### src/rtl/sdram_pkg.sv
`default_nettype none
// ============================================================================
// Module      : sdram_pkg
// Description : Shared constants for the SDRAM read-burst controller: FSM
//               state encoding and default burst / FIFO sizing.
// Revision    : 1.0 - initial release
// ============================================================================
package sdram_pkg;

    // Default sizing: 256-word bursts into a 1024-deep read FIFO, refilled
    // whenever it drops below half full.
    localparam int unsigned c_burst_len_def = 256;
    localparam int unsigned c_fifo_aw_def   = 10;
    localparam int unsigned c_low_wm_def    = 512;

    // Read-burst FSM state encoding
    localparam int unsigned c_state_w = 2;
    localparam logic [c_state_w-1:0] c_st_idle = 2'd0;
    localparam logic [c_state_w-1:0] c_st_req  = 2'd1;
    localparam logic [c_state_w-1:0] c_st_data = 2'd2;
    localparam logic [c_state_w-1:0] c_st_adv  = 2'd3;

endpackage
`default_nettype wire

### src/rtl/burst_addr_gen.sv
`default_nettype none
// ============================================================================
// Module      : burst_addr_gen
// Description : Holds the current burst start address, advances it by one
//               burst with wrap-around to the region start, and applies
//               frame restarts either immediately or after the burst in
//               flight has completed.
// Revision    : 1.0 - initial release
// ============================================================================
module burst_addr_gen
    import sdram_pkg::*;
#(
    parameter int ADDR_W    = 24,
    parameter int BURST_LEN = c_burst_len_def
) (
    input  logic              clk,
    input  logic              rst,
    input  logic [ADDR_W-1:0] i_start_addr,
    input  logic [ADDR_W-1:0] i_end_addr,
    input  logic              i_restart_now,
    input  logic              i_restart_defer,
    input  logic              i_advance,
    output logic [ADDR_W-1:0] o_addr
);

    // One extra bit so a sum running past the top of the address space is
    // seen as larger than end_addr rather than silently wrapping to zero.
    localparam logic [ADDR_W:0] c_burst_inc = (ADDR_W+1)'(BURST_LEN);

    logic [ADDR_W-1:0] r_addr;
    logic              r_restart_pend;
    logic [ADDR_W:0]   w_sum;
    logic              w_wrap;

    assign w_sum  = {1'b0, r_addr} + c_burst_inc;
    assign w_wrap = w_sum > {1'b0, i_end_addr};
    assign o_addr = r_addr;

    // Address register and deferred-restart latch.
    always_ff @(posedge clk) begin
        if (rst) begin
            r_addr         <= i_start_addr;
            r_restart_pend <= 1'b0;
        end else if (i_advance) begin
            // A restart seen during the burst (or in this very cycle) wins
            // over the normal increment.
            r_restart_pend <= 1'b0;
            if (r_restart_pend || i_restart_defer || w_wrap) begin
                r_addr <= i_start_addr;
            end else begin
                r_addr <= w_sum[ADDR_W-1:0];
            end
        end else begin
            if (i_restart_defer) begin
                r_restart_pend <= 1'b1;
            end
            if (i_restart_now) begin
                r_addr <= i_start_addr;
            end
        end
    end

endmodule
`default_nettype wire

### src/rtl/sdram_rd_burst_ctrl.sv
`default_nettype none
// ============================================================================
// Module      : sdram_rd_burst_ctrl
// Description : Keeps a read FIFO topped up from an SDRAM frame buffer by
//               issuing fixed-length read bursts whenever the FIFO fill level
//               is below the low watermark, and forwards returned beats into
//               the FIFO one cycle later.
// Revision    : 1.0 - initial release
// ============================================================================
module sdram_rd_burst_ctrl
    import sdram_pkg::*;
#(
    parameter int ADDR_W    = 24,
    parameter int BURST_LEN = c_burst_len_def,
    parameter int FIFO_AW   = c_fifo_aw_def,
    parameter int LOW_WM    = c_low_wm_def
) (
    input  logic               clk,
    input  logic               aclr,
    input  logic               enable,
    input  logic               frame_restart,
    input  logic [ADDR_W-1:0]  start_addr,
    input  logic [ADDR_W-1:0]  end_addr,
    input  logic [FIFO_AW-1:0] fifo_wrusedw,
    output logic               rd_req,
    output logic [ADDR_W-1:0]  rd_addr,
    input  logic               rd_ack,
    input  logic               rd_valid,
    input  logic [15:0]        rd_data,
    output logic               fifo_wrreq,
    output logic [15:0]        fifo_data,
    output logic               busy,
    output logic               err_overrun
);

    localparam int                 c_cnt_w     = $clog2(BURST_LEN) + 1;
    localparam logic [c_cnt_w-1:0] c_last_beat = c_cnt_w'(BURST_LEN - 1);
    localparam logic [FIFO_AW:0]   c_low_wm    = (FIFO_AW+1)'(LOW_WM);

    logic [c_state_w-1:0] r_state;
    logic [c_cnt_w-1:0]   r_beat_cnt;
    logic                 r_rd_req;
    logic                 r_busy;
    logic                 r_fifo_wrreq;
    logic [15:0]          r_fifo_data;
    logic                 r_err_overrun;

    logic w_beat;
    logic w_start;
    logic w_fifo_full;
    logic w_restart_now;
    logic w_restart_defer;

    // Beats only count while a burst is being received; stray rd_valid
    // elsewhere is neither counted nor written to the FIFO.
    assign w_beat      = rd_valid && (r_state == c_st_data);
    assign w_start     = enable && ({1'b0, fifo_wrusedw} < c_low_wm);
    assign w_fifo_full = &fifo_wrusedw;

    // Before the controller has accepted the request the address can still
    // be redirected; once accepted the restart waits for the burst to end.
    assign w_restart_now   = frame_restart &&
                             ((r_state == c_st_idle) ||
                              ((r_state == c_st_req) && !rd_ack));
    assign w_restart_defer = frame_restart && !w_restart_now;

    burst_addr_gen #(
        .ADDR_W    (ADDR_W),
        .BURST_LEN (BURST_LEN)
    ) u_addr_gen (
        .clk             (clk),
        .rst             (aclr),
        .i_start_addr    (start_addr),
        .i_end_addr      (end_addr),
        .i_restart_now   (w_restart_now),
        .i_restart_defer (w_restart_defer),
        .i_advance       (r_state == c_st_adv),
        .o_addr          (rd_addr)
    );

    // Burst sequencing FSM with registered request and busy flags.
    always_ff @(posedge clk) begin
        if (aclr) begin
            r_state    <= c_st_idle;
            r_rd_req   <= 1'b0;
            r_busy     <= 1'b0;
            r_beat_cnt <= '0;
        end else begin
            case (r_state)
                c_st_idle: begin
                    if (w_start) begin
                        r_state  <= c_st_req;
                        r_rd_req <= 1'b1;
                        r_busy   <= 1'b1;
                    end
                end
                c_st_req: begin
                    if (rd_ack) begin
                        r_state  <= c_st_data;
                        r_rd_req <= 1'b0;
                    end
                end
                c_st_data: begin
                    if (w_beat) begin
                        if (r_beat_cnt == c_last_beat) begin
                            r_beat_cnt <= '0;
                            r_state    <= c_st_adv;
                            r_busy     <= 1'b0;
                        end else begin
                            r_beat_cnt <= r_beat_cnt + c_cnt_w'(1);
                        end
                    end
                end
                c_st_adv: begin
                    r_state <= c_st_idle;
                end
                default: begin
                    r_state  <= c_st_idle;
                    r_rd_req <= 1'b0;
                    r_busy   <= 1'b0;
                end
            endcase
        end
    end

    // FIFO write path (one-cycle pipeline) and sticky overrun flag.
    always_ff @(posedge clk) begin
        if (aclr) begin
            r_fifo_wrreq  <= 1'b0;
            r_fifo_data   <= '0;
            r_err_overrun <= 1'b0;
        end else begin
            r_fifo_wrreq <= w_beat;
            if (w_beat) begin
                r_fifo_data <= rd_data;
            end
            if (w_beat && w_fifo_full) begin
                r_err_overrun <= 1'b1;
            end
        end
    end

    assign rd_req      = r_rd_req;
    assign busy        = r_busy;
    assign fifo_wrreq  = r_fifo_wrreq;
    assign fifo_data   = r_fifo_data;
    assign err_overrun = r_err_overrun;

endmodule
`default_nettype wire

### config.mk
export PLATFORM = sky130hd
export DESIGN_NAME = sdram_rd_burst_ctrl
export DESIGN_NICKNAME = d
export VERILOG_FILES = /design/src/rtl/sdram_pkg.sv /design/src/rtl/burst_addr_gen.sv /design/src/rtl/sdram_rd_burst_ctrl.sv
export SDC_FILE = /design/constraint.sdc
export NUM_CORES = 1
export LEC_CHECK = 0
export BUFFER_PORTS_ARGS = -buffer_cell sky130_fd_sc_hd__buf_2
export CAP_MARGIN = 30
export CORE_MARGIN = 4
export CORE_UTILIZATION = 40
export CTS_CLUSTER_SIZE = 10
export DETAILED_ROUTE_END_ITERATION = 6
export HOLD_SLACK_MARGIN = 0.12
export PLACE_DENSITY = 0.77
export SYNTH_ARGS = -nofsm -noshare
export SYNTH_HDL_FRONTEND = slang
export SYNTH_SLANG_ARGS = --single-unit
### constraint.sdc
create_clock -name clk -period 4.7 [get_ports clk]
set_clock_uncertainty 0.05 [all_clocks]
set_input_delay 0.94 -clock clk [delete_from_list [all_inputs] [get_ports clk]]
set_output_delay 0.94 -clock clk [all_outputs]
set_load 0.03 [all_outputs]
==> reports/metrics.cfg <==
[critical_path]
crit_fanout=13
path_cells=nand4_1, nor2_1, nand3_1, nor2_1, xor2_1, ha_1, nand3_1, nor2_1, a221o_1, a211o_1, a221oi_4, buf_4, mux2_2
cp_common_cell=nor2_1
crit_type=reg2reg
worst_ep_required_time_ns=4.71
r2r_cells=13
arrival_ns=4.19
endpoint_kind=register
cp_slowest_cell=a221oi_4
rr_startpoint=u_addr_gen.o_addr[14]
rrSetupSlack_ns=0.52
start_kind=register
slowest_delay_ns=0.77
rr_endpoint=u_addr_gen.o_addr[8]

[power_and_ir_drop]
powerDensity_mw_per_mm2=355
p_switching_mw=0.536
p_seq_share_pct=45.2
pwr-share-comb_pct=37.0
leakage_nw=1.86
clkPwrFrac_pct=17.8
cellInternalPower_mw=0.890
irDropWorstVdd_v=0.000174
switching_share_pct=37.6

[run]
maxCapViolCount=0

[synthesis]
yosysSeqAreaShare_pct=42.3
yosysMostFrequentCell=nand2_1
synth_seq_cells=56
syn_inst=338
yosys_warnings=0
synth_edf_count=24
synth_cell_types=40
synthTopCellsByCount=49 x nand2_1, 32 x dfxtp_1, 30 x ha_1, 30 x inv_1, 28 x a21oi_1
syn_area_per_cell_um2=9.53
synth.area.top_cells=edfxtp_1 22%, dfxtp_1 20%, ha_1 12%
netlist_area_mm2=0.00322
synth_async_sr_flop_share_pct=0
ys.flop_type=dfxtp_1
synth_top_cell_area_share_pct=22.4
yosys.area.top_type=edfxtp_1
syn_nets=448

[die]
dieHeight_um=97.7
design.die.area_mm2=0.00955
die_w_um=97.7
row_count=32
io_pins=124
initial_core_util_pct=41.5
core_mm2=0.00777

[status]
outcome=finished, final reports clean

[sta]
rsz0062_at_grt=false
setup_slack_ns=0.521
hold_violations=0
fmaxAchievable_mhz=239
tightest_slew_ns=0.884
setup_viol=0
setup_tns_ns=0
period_share_pct=88.9
timing.final.max_slew_violations=0
max_slew_margin_pct=41.1
finalCriticalPeriod_ns=4.18

[placed_design]
place_area_mm2=0.00394
pre_cts_slack_ns=0.570
port_buffers=123
place_congestion=0.912
dp.final_hpwl_um=6260

[drt]
route.detailed.drc=0
drt-initial-drc-count=70
antenna_left=0
routedWlPerCell_um=13.7
vias=2826
wirelength_um=7770
drt-pass1-iter-count=4
vias_per_cell=5.00

[clock_tree]
hold_buffers=0
htree_levels=2
clk_latency_ns=0.30
numCtsBuffers=5
clkSinkCount=56
ctsResizeCount=0
cts_setup_buffers=0
cts_max_path_buffers=2
cts_tree=built
ctsRootBufferMaster=clkbuf_8
clkTransAtPathRegs_ns=0.10

[layout]
nNetsFinal=572
synthToLayoutAreaGrowth_pct=24.7
antennaDiodeCount=0
stdcell_area_mm2=0.00402
drive_gt1_share_pct=32.8
final_util_pct=51.7

[global_route]
track_usage_pct=16.3
grt_pass1_wl_um=13100
antenna_found_initial=0
grt_pass1_vias=2814
grt_overflow=0
grt_max_degree=31

[hold_path]
holdPathEnd=fifo_data[15]
hp-start=fifo_data[15]
hold_path.class=reg2reg
hold_path_depth=2

[registers in the layout (all words and copies together) (netlist names)]
name,count
u_addr_gen.o_addr,24
fifo_data,16
r_beat_cnt,9
r_state,2
busy,1
err_overrun,1
fifo_wrreq,1
rd_req,1
u_addr_gen.r_restart_pend,1
[layout make-up]
cell class / count / area [um^2]
Clock inverter: 1 / 3.75
Clock buffer: 7 / 76.3
Sequential cell: 56 / 1360
Inverter: 30 / 113
Fill cell: 732 / 3750
Multi-Input combinational cell: 243 / 1700
Tap cell: 102 / 128
Timing Repair Buffer: 126 / 638
[worst max-delay path by stage]
stage	slack, ns	from	end
floorplan	1.10	u_addr_gen.o_addr[14]	u_addr_gen.o_addr[12]
global placement	0.72	u_addr_gen.o_addr[14]	u_addr_gen.o_addr[8]
detailed placement	0.57	u_addr_gen.o_addr[14]	u_addr_gen.o_addr[8]
CTS	0.55	u_addr_gen.o_addr[14]	u_addr_gen.o_addr[8]
global route	0.28	u_addr_gen.o_addr[14]	u_addr_gen.o_addr[8]
finish	0.52	u_addr_gen.o_addr[14]	u_addr_gen.o_addr[8]
[worst max-delay path, delay by kind of cell, from the launching register on]
| family | cells | cell delay (ns) |
|---|---|---|
| and+or+nand+nor | 6 | 0.93 |
| AOI/OAI and AO/OA | 3 | 1.32 |
| xor gates and xnor gates | 1 | 0.23 |
| DFF | 1 | 0.50 |
| muxes | 1 | 0.34 |
| buffers and inverters | 1 | 0.30 |
| adders and majority gates | 1 | 0.28 |
[power by group through the flow]
stage / combinational (mW) / clock (mW) / sequential (mW)
2_1_floorplan: 0.269 / 0 / 0.751
3_3_place_gp: 0.520 / 0 / 0.649
3_5_place_dp: 0.531 / 0 / 0.654
4_1_cts: 0.534 / 0.261 / 0.643
5_1_grt: 0.590 / 0.281 / 0.656
6_report: 0.528 / 0.254 / 0.644
[cell usage in the layout (no fill, tap or decap), types with 4 or more instances in the layout]
cell and count:
and3_1 4, ha_1 30, a211oi_1 4, mux2_2 5, buf_2 123, xor2_1 8, dfxtp_1 32, a21oi_1 28
edfxtp_1 24, inv_1 30, mux2_4 10, clkbuf_8 5, nor2_1 22, nand3_1 9, o21ai_0 7, xnor2_1 11
nand4_1 13, nand2_1 49, nor3_1 7, nor2b_1 11
[per-layer routing]
| metal | track usage [%] | up-vias | routed length, um |
|---|---|---|---|
| li1 | - | 1423 | - |
| met1 | 21.0 | 1295 | 3380 |
| met2 | 27.4 | 95 | 3730 |
| met3 | 4.00 | 13 | 552 |
| met4 | 4.05 | 0 | 110 |
| met5 | 0 | - | 0 |
[cells by family after synthesis]
| logic type | count (synthesis) | share of synthesized area, % |
|---|---|---|
| AO/OA/AOI/OAI | 52 | 10.2 |
| XOR/XNOR | 19 | 5.17 |
| adder cells (fa/ha/maj) | 30 | 11.7 |
| buffers and inverters | 39 | 5.01 |
| flip-flops | 56 | 42.3 |
| multiplexers | 17 | 7.07 |
| AND/OR/NAND/NOR | 125 | 18.6 |
[stage by stage]
step | std cells | power [mW] | hold slack, ns
after floorplan | 338 | 1.02 | 0.365
after global placement | 557 | 1.17 | 0.374
after detailed placement | 557 | 1.19 | 0.388
after CTS | 565 | 1.44 | 0.403
after global routing | 565 | 1.53 | 0.435
final | 565 | 1.43 | 0.409
Power figures use the tool's default switching activity.
